<file path="src/rtl/stream_pkg.sv">
// Shared types and constants for the packed RGB888 stream receive path.
package stream_pkg;

    typedef enum logic [1:0] {PH0, PH1, PH2, PH3} phase_e;

    typedef struct packed {
        logic [7:0] r;
        logic [7:0] g;
        logic [7:0] b;
    } rgb_t;

    localparam int PIX_PER_GROUP   = 4;
    localparam int WORDS_PER_GROUP = 3;

    // Counter width for a dimension of n positions, never narrower than 1 bit.
    function automatic int cnt_w(input int n);
        return (n > 1) ? $clog2(n) : 1;
    endfunction

endpackage

</file>
<file path="src/rtl/stream_unpacker_raster_counter.sv">
// Raster position tracker: holds the expected position of the next pixel,
// reports where the pixel being emitted lands, and counts completed frames.
module raster_counter
    import stream_pkg::*;
#(
    parameter int X_SIZE = 640,
    parameter int Y_SIZE = 480
) (
    input  logic                        clk,
    input  logic                        reset,
    input  logic                        adv,
    input  logic                        force_origin,
    input  logic                        line_break,
    output logic [cnt_w(X_SIZE)-1:0]    exp_x,
    output logic [cnt_w(Y_SIZE)-1:0]    exp_y,
    output logic [cnt_w(X_SIZE)-1:0]    pos_x,
    output logic [cnt_w(Y_SIZE)-1:0]    pos_y,
    output logic                        pos_sof,
    output logic                        pos_eol,
    output logic [15:0]                 frame_cnt
);

    localparam int XW = cnt_w(X_SIZE);
    localparam int YW = cnt_w(Y_SIZE);
    localparam logic [XW-1:0] X_LAST = XW'(X_SIZE - 1);
    localparam logic [YW-1:0] Y_LAST = YW'(Y_SIZE - 1);

    logic [XW-1:0] nxt_x;
    logic [YW-1:0] nxt_y;
    logic          wrap_frame;

    always_comb begin
        pos_x      = force_origin ? '0 : exp_x;
        pos_y      = force_origin ? '0 : exp_y;
        pos_sof    = (pos_x == '0) && (pos_y == '0);
        pos_eol    = (pos_x == X_LAST);
        nxt_x      = pos_x + 1'b1;
        nxt_y      = pos_y;
        wrap_frame = 1'b0;
        // An early line break behaves exactly like a natural line end.
        if (line_break || pos_eol) begin
            nxt_x = '0;
            if (pos_y == Y_LAST) begin
                nxt_y      = '0;
                wrap_frame = 1'b1;
            end else begin
                nxt_y = pos_y + 1'b1;
            end
        end
    end

    always_ff @(posedge clk) begin
        if (reset) begin
            exp_x     <= '0;
            exp_y     <= '0;
            frame_cnt <= '0;
        end else if (adv) begin
            exp_x <= nxt_x;
            exp_y <= nxt_y;
            if (wrap_frame) begin
                frame_cnt <= frame_cnt + 16'd1;
            end
        end
    end

endmodule

</file>
<file path="src/rtl/stream_unpacker.sv">
// Unpacks 3 AXI-Stream words into 4 RGB888 pixels with SOF/EOL framing checks.
// Optional per-frame colour sum enabled by defining STREAM_UNPACK_FRAME_SUM_EN.
//
// state | meaning
// PH0   | expect w0: emit p0, keep p1 low byte
// PH1   | expect w1: emit p1, keep p2 low two bytes
// PH2   | expect w2: emit p2, latch p3
// PH3   | no word taken: emit latched p3
module stream_unpacker
    import stream_pkg::*;
#(
    parameter int X_SIZE    = 640,
    parameter int Y_SIZE    = 480,
    parameter int ERR_CNT_W = 8
) (
    input  logic                        clk,
    input  logic                        reset,
    input  logic [31:0]                 in_stream_tdata,
    input  logic [3:0]                  in_stream_tkeep,
    input  logic                        in_stream_tlast,
    input  logic                        in_stream_tuser,
    input  logic                        in_stream_tvalid,
    output logic                        in_stream_tready,
    output logic [7:0]                  pix_r,
    output logic [7:0]                  pix_g,
    output logic [7:0]                  pix_b,
    output logic [cnt_w(X_SIZE)-1:0]    pix_x,
    output logic [cnt_w(Y_SIZE)-1:0]    pix_y,
    output logic                        pix_sof,
    output logic                        pix_eol,
    output logic                        pix_valid,
    input  logic                        pix_ready,
    output logic [ERR_CNT_W-1:0]        sof_err_cnt,
    output logic [ERR_CNT_W-1:0]        eol_err_cnt,
`ifdef STREAM_UNPACK_FRAME_SUM_EN
    output logic [31:0]                 frame_sum,
    output logic                        frame_sum_valid,
`endif
    output logic [15:0]                 frame_cnt
);

    localparam int XW = cnt_w(X_SIZE);
    localparam int YW = cnt_w(Y_SIZE);
    localparam logic [XW-1:0] X_PEN = XW'(X_SIZE - 2);

    if (X_SIZE % PIX_PER_GROUP != 0) begin : g_bad_x_size
        $error("stream_unpacker: X_SIZE must be a multiple of 4");
    end

    phase_e        phase, phase_nxt, eff_phase;
    logic          rdy_en;
    logic [15:0]   residue;
    logic [23:0]   p3_hold;
    rgb_t          dec_pix;
    logic          out_ready, accept, emit_p3, adv;
    logic          exp_origin, sof_resync, sof_missing;
    logic          line_done, eol_early, eol_missing;
    logic [XW-1:0] exp_x, pos_x;
    logic [YW-1:0] exp_y, pos_y;
    logic          pos_sof, pos_eol;
    logic          unused_tkeep;

    assign unused_tkeep     = ^in_stream_tkeep;
    assign out_ready        = !pix_valid || pix_ready;
    // rdy_en keeps tready low until the first cycle after reset is released.
    assign in_stream_tready = rdy_en && !reset && (phase != PH3) && out_ready;
    assign accept           = in_stream_tvalid && in_stream_tready;
    assign emit_p3          = (phase == PH3) && out_ready;
    assign adv              = accept || emit_p3;

    raster_counter #(
        .X_SIZE (X_SIZE),
        .Y_SIZE (Y_SIZE)
    ) u_raster (
        .clk          (clk),
        .reset        (reset),
        .adv          (adv),
        .force_origin (sof_resync),
        .line_break   (eol_early),
        .exp_x        (exp_x),
        .exp_y        (exp_y),
        .pos_x        (pos_x),
        .pos_y        (pos_y),
        .pos_sof      (pos_sof),
        .pos_eol      (pos_eol),
        .frame_cnt    (frame_cnt)
    );

    always_comb begin
        exp_origin  = (exp_x == '0) && (exp_y == '0);
        sof_resync  = 1'b0;
        sof_missing = 1'b0;
        eff_phase   = phase;
        if (accept) begin
            if (in_stream_tuser && ((phase != PH0) || !exp_origin)) begin
                sof_resync = 1'b1;
                eff_phase  = PH0;
            end else if (!in_stream_tuser && (phase == PH0) && exp_origin) begin
                sof_missing = 1'b1;
            end
        end
        line_done   = accept && (eff_phase == PH2) && (exp_x == X_PEN);
        eol_early   = accept && in_stream_tlast && !line_done;
        eol_missing = line_done && !in_stream_tlast;

        case (eff_phase)
            PH0:     dec_pix = in_stream_tdata[23:0];
            PH1:     dec_pix = {in_stream_tdata[15:0], residue[7:0]};
            PH2:     dec_pix = {in_stream_tdata[7:0], residue};
            default: dec_pix = p3_hold;
        endcase

        phase_nxt = phase;
        if (accept) begin
            if (eol_early) begin
                phase_nxt = PH0;
            end else begin
                case (eff_phase)
                    PH0:     phase_nxt = PH1;
                    PH1:     phase_nxt = PH2;
                    default: phase_nxt = PH3;
                endcase
            end
        end else if (emit_p3) begin
            phase_nxt = PH0;
        end
    end

    always_ff @(posedge clk) begin
        if (reset) begin
            phase <= PH0;
        end else begin
            phase <= phase_nxt;
        end
    end

    always_ff @(posedge clk) begin
        if (reset) begin
            rdy_en      <= 1'b0;
            residue     <= '0;
            p3_hold     <= '0;
            pix_valid   <= 1'b0;
            pix_r       <= '0;
            pix_g       <= '0;
            pix_b       <= '0;
            pix_x       <= '0;
            pix_y       <= '0;
            pix_sof     <= 1'b0;
            pix_eol     <= 1'b0;
            sof_err_cnt <= '0;
            eol_err_cnt <= '0;
        end else begin
            rdy_en <= 1'b1;
            if (accept) begin
                case (eff_phase)
                    PH0:     residue <= {8'h00, in_stream_tdata[31:24]};
                    PH1:     residue <= in_stream_tdata[31:16];
                    PH2:     p3_hold <= in_stream_tdata[31:8];
                    default: ;
                endcase
            end
            if (adv) begin
                pix_valid <= 1'b1;
                pix_r     <= dec_pix.r;
                pix_g     <= dec_pix.g;
                pix_b     <= dec_pix.b;
                pix_x     <= pos_x;
                pix_y     <= pos_y;
                pix_sof   <= pos_sof;
                pix_eol   <= pos_eol;
            end else if (out_ready) begin
                pix_valid <= 1'b0;
            end
            if ((sof_resync || sof_missing) && (sof_err_cnt != '1)) begin
                sof_err_cnt <= sof_err_cnt + 1'b1;
            end
            if ((eol_early || eol_missing) && (eol_err_cnt != '1)) begin
                eol_err_cnt <= eol_err_cnt + 1'b1;
            end
        end
    end

`ifdef STREAM_UNPACK_FRAME_SUM_EN
    localparam logic [XW-1:0] X_LAST = XW'(X_SIZE - 1);
    localparam logic [YW-1:0] Y_LAST = YW'(Y_SIZE - 1);

    logic [31:0] sum_acc, sum_total;
    logic        pix_hs, pix_last;

    assign pix_hs    = pix_valid && pix_ready;
    assign pix_last  = (pix_x == X_LAST) && (pix_y == Y_LAST);
    // Any origin pixel, natural or resynced, starts a fresh sum.
    assign sum_total = (pix_sof ? 32'd0 : sum_acc)
                     + 32'(pix_r) + 32'(pix_g) + 32'(pix_b);

    always_ff @(posedge clk) begin
        if (reset) begin
            sum_acc         <= '0;
            frame_sum       <= '0;
            frame_sum_valid <= 1'b0;
        end else begin
            frame_sum_valid <= 1'b0;
            if (pix_hs) begin
                if (pix_last) begin
                    frame_sum       <= sum_total;
                    frame_sum_valid <= 1'b1;
                    sum_acc         <= '0;
                end else begin
                    sum_acc <= sum_total;
                end
            end
        end
    end
`endif

endmodule

</file>
<file path="config.mk">
export PLATFORM = sky130hd
export DESIGN_NAME = stream_unpacker
export DESIGN_NICKNAME = d
export VERILOG_FILES = /design/src/rtl/stream_pkg.sv /design/src/rtl/stream_unpacker_raster_counter.sv /design/src/rtl/stream_unpacker.sv
export SDC_FILE = /design/constraint.sdc
export NUM_CORES = 1
export LEC_CHECK = 0
export BUFFER_PORTS_ARGS = -buffer_cell sky130_fd_sc_hd__buf_2
export CORE_UTILIZATION = 45
export CTS_CLUSTER_DIAMETER = 30
export DETAILED_ROUTE_END_ITERATION = 16
export HOLD_SLACK_MARGIN = 0.02
export PLACE_DENSITY = 0.67
export SYNTH_ARGS = -nofsm -noshare
export SYNTH_HDL_FRONTEND = slang
export SYNTH_SLANG_ARGS = --single-unit
export TNS_END_PERCENT = 10
</file>
<file path="constraint.sdc">
create_clock -name clk -period 4 [get_ports clk]
set_input_delay 0.4 -clock clk [delete_from_list [all_inputs] [get_ports clk]]
set_output_delay 0.4 -clock clk [all_outputs]
set_load 0.02 [all_outputs]
</file>
==> impl_metrics.yaml <==
drt:
  drc: 0
  vias: 6555
  post_drt_wl_per_cell_microns: 17.04
  ant_nets: 0
  viasPerCell: 5.884
  wl_microns: 18980
  first_pass_iters: 5
  drtIter0Drc: 638
power_and_ir_drop:
  ir_drop_v: 0.0002750
  power.density_nw_per_um2: 396.0
  power_leakage_uw: 0.003206
sta:
  setup_viol: 0
  slew_headroom: 0.2234
  finalHoldViolations: 0
  period_needed_ns: 3.604
  fmax_mhz: 277.5
  worstMarginPinSlew_ns: 1.165
  period_share: 0.9010
  rsz0062_at_grt: "no"
  fin_setup_tns_ns: 0
  slew_viol_final: 0
  skew_ns: 0.006962
cells_and_area:
  area_growth_pct: 20.22
  drive_gt1_frac: 0.2118
  antenna_cells: 0
  fillCellCount: 1354
  final_cells: 1114
  layout.nets: 966
clock_tree:
  path_clk_slew_ns: 0.06
  clock_insertion_delay_worst_skew_ns: 0.42
  clock-sinks: 140
  cts_tree: "done"
  root_buffer: "clkbuf_16"
  clockBufferDepth: 2
  numCtsBuffers: 17
  hold_buffers: 0
  cts_max_level: 4
global_route:
  grt_pass1_vias: 6043
  grt_pass1_wl_microns: 30800
  gr-total-overflow: 0
  grt_usage: 0.2611
  grt_max_degree: 74
  antenna_found_initial: 1
worst_setup_path:
  slowest_stage: "or4_1"
  reg2reg_slack_ns: 0.40
  crit_fanout: 15
  path_cells: "nor4_2 > nand4_1 > o211ai_2 > buf_4 > nand2_1 > inv_1 > ha_1 > and4_1 > nand4_1 > nand2b_1 > buf_4 > or4_1 > a21oi_1"
  critPathKind: "flop to flop"
  reg2regPathDepth: 13
  startpoint: "u_raster.exp_y[8]$_SDFFE_PP0P_"
  r2r_end: "u_raster.frame_cnt[4]$_SDFFE_PP0P_"
  cp-endpoint: "u_raster.frame_cnt[4]$_SDFFE_PP0P_"
  r2r_start: "u_raster.exp_y[8]$_SDFFE_PP0P_"
  crit_path_start_kind: "flop"
  crit_required_ns: 4.35
  max_stage_delay_ns: 0.50
  critPathCaptureType: "flop"
  cp.arrival_ns: 3.96
job:
  cap_violations: 0
place:
  dp_hpwl_microns: 12750
  place.gp.congestion: 0.8084
  io_buffers: 116
  dp.cells: 1082
floorplanning:
  initial_core_util: 0.4603
  rows: 44
  chipWidth_microns: 123.7
  fp.dieH_microns: 123.7
  dieArea_sq_um: 15300
  coreArea_sq_um: 14480
  io_pins: 121
synth:
  synth.most_common_cell: "nand2_1"
  synth_area_sq_um: 6665
  yosysTopAreaCellShare: 0.4205
  synth_edf_count: 0
  ys_warn_count: 0
  synthTopCellsByCount: "158 x nand2_1, 140 x dfxtp_1, 81 x a21oi_1"
  yosys.area.top_type: "dfxtp_1"
  synth.area.top_cells: "dfxtp_1 42%, nand2_1 8.9%, a21oi_1 6.1%, nand3_1 3.4%, nor2_1 3.3%"
  synth-main-ff-cell: "dfxtp_1"
  syn_inst: 819
  yosysSeqAreaShare: 0.4205
  synth_nets: 868
  syn_avg_cell_area_sq_um: 8.138
  yosys_register_bits: 140
  ys_types: 62
  synthArstFlopShare: 0
min_path:
  worst_hold_path_type: "primary input to flop"
status:
  status: "completed"
-- critical path, delay by kind of cell (launching register included) --
| kind | cells | cell delay, ns |
|---|---|---|
| buf+inv | 3 | 0.59 |
| simple gates | 7 | 1.92 |
| compound gates | 2 | 0.42 |
| flops | 1 | 0.37 |
| fa+ha+maj | 1 | 0.22 |
-- cells by family (layout without fill, tap and decap cells) --
group / after synthesis / count (layout) / share of synthesized area
compound gates: 219 / 219 / 0.2251
mux: 16 / 16 / 0.02478
flops: 140 / 140 / 0.4205
buf+inv: 70 / 181 / 0.04562
simple gates: 360 / 360 / 0.2617
fa+ha+maj: 7 / 7 / 0.01314
xor+xnor: 7 / 7 / 0.009199
-- report_power, final --
part | leakage (uW) | internal [uW] | total [uW] | switching (uW)
Combinational | 0.00180 | 68.1 | 213 | 145
Sequential | 0.00113 | 1410 | 1430 | 11.9
Clock | 0.000280 | 933 | 1530 | 601
-- layer usage --
metal,up-vias,global-route usage,wire length [microns]
met4,2,0.09639,339
met5,-,0,11
li1,3211,-,-
met1,3133,0.3259,8407
met2,181,0.4295,9148
met3,28,0.06914,1075
-- metrics by stage --
step                      area (sq um)  hold WS, ns    util  setup slack [ns]  total power [uW]
after floorplan                   6665       0.4332       -            0.4823              1580
after global placement            7417       0.4368  0.5123            0.3627              1665
after detailed placement          7417       0.4426  0.5123            0.3170              1666
after CTS                         8000       0.2288  0.5525            0.2880              3195
after global routing              8013       0.2320  0.5534           0.01558              3284
final                             8013       0.2404  0.5534            0.3959              3173
-- sequential cells by signal, indices dropped and copies added, names as in the netlist, 2 cells and up --
name and cells:
pix_r 8, u_raster.exp_x 10, u_raster.frame_cnt 16, pix_b 8
residue 16, p3_hold 24, phase 2, sof_err_cnt 8
u_raster.exp_y 9, pix_g 8, eol_err_cnt 8, pix_y 9
pix_x 10
-- final cells by class --
| class | count | area, sq um | share of cell area |
|---|---|---|---|
| Inverter | 9 | 33.78 | 0.004216 |
| Clock buffer | 22 | 494.2 | 0.06168 |
| Clock inverter | 10 | 88.84 | 0.01109 |
| Multi-Input combinational cell | 609 | 3587 | 0.4477 |
| Timing Repair Buffer | 140 | 775.7 | 0.09681 |
| Sequential cell | 140 | 2803 | 0.3498 |
| Tap cell | 184 | 230.2 | 0.02873 |
-- worst min-delay path by stage --
stage / from / slack, ns / endpoint / cells past startpoint
finish: in_stream_tdata[9] / 0.24 / p3_hold[1]$_SDFFE_PP0P_ / 3
detailed placement: pix_y[6]$_SDFFE_PP0P_ / 0.44 / pix_y[6]$_SDFFE_PP0P_ / 2
floorplan: p3_hold[0]$_SDFFE_PP0P_ / 0.43 / p3_hold[0]$_SDFFE_PP0P_ / 2
global route: in_stream_tdata[16] / 0.23 / p3_hold[8]$_SDFFE_PP0P_ / 3
global placement: pix_eol$_SDFFE_PP0P_ / 0.44 / pix_eol$_SDFFE_PP0P_ / 2
CTS: in_stream_tdata[30] / 0.23 / p3_hold[22]$_SDFFE_PP0P_ / 3
-- cells in the final DEF (no fill, tap or decap), types with 8 or more instances in the layout --
cell type	Yosys	final
nor3_1	11	9
a32o_1	8	8
nor2_1	59	59
a31oi_1	8	8
o21ai_0	24	24
a311oi_1	18	18
mux2i_1	12	12
a21oi_1	81	80
nand2_1	158	158
buf_2	6	115
and3_1	13	13
nand3_1	45	45
a22oi_1	8	8
clkbuf_16	0	17
buf_4	1	24
a221oi_1	10	10
dfxtp_1	140	140
or4_1	16	16
o31ai_1	20	20
a21o_1	9	9
inv_1	9	9
nand4_1	12	12
or3_1	12	12
-- what timing repair did --
item | in CTS | in global routing
gates resized for setup | 0 | 3
setup buffers | 0 | 0
endpoints found under the setup margin | 0 | 2
No activity file was read; power rests on OpenSTA's default activity.
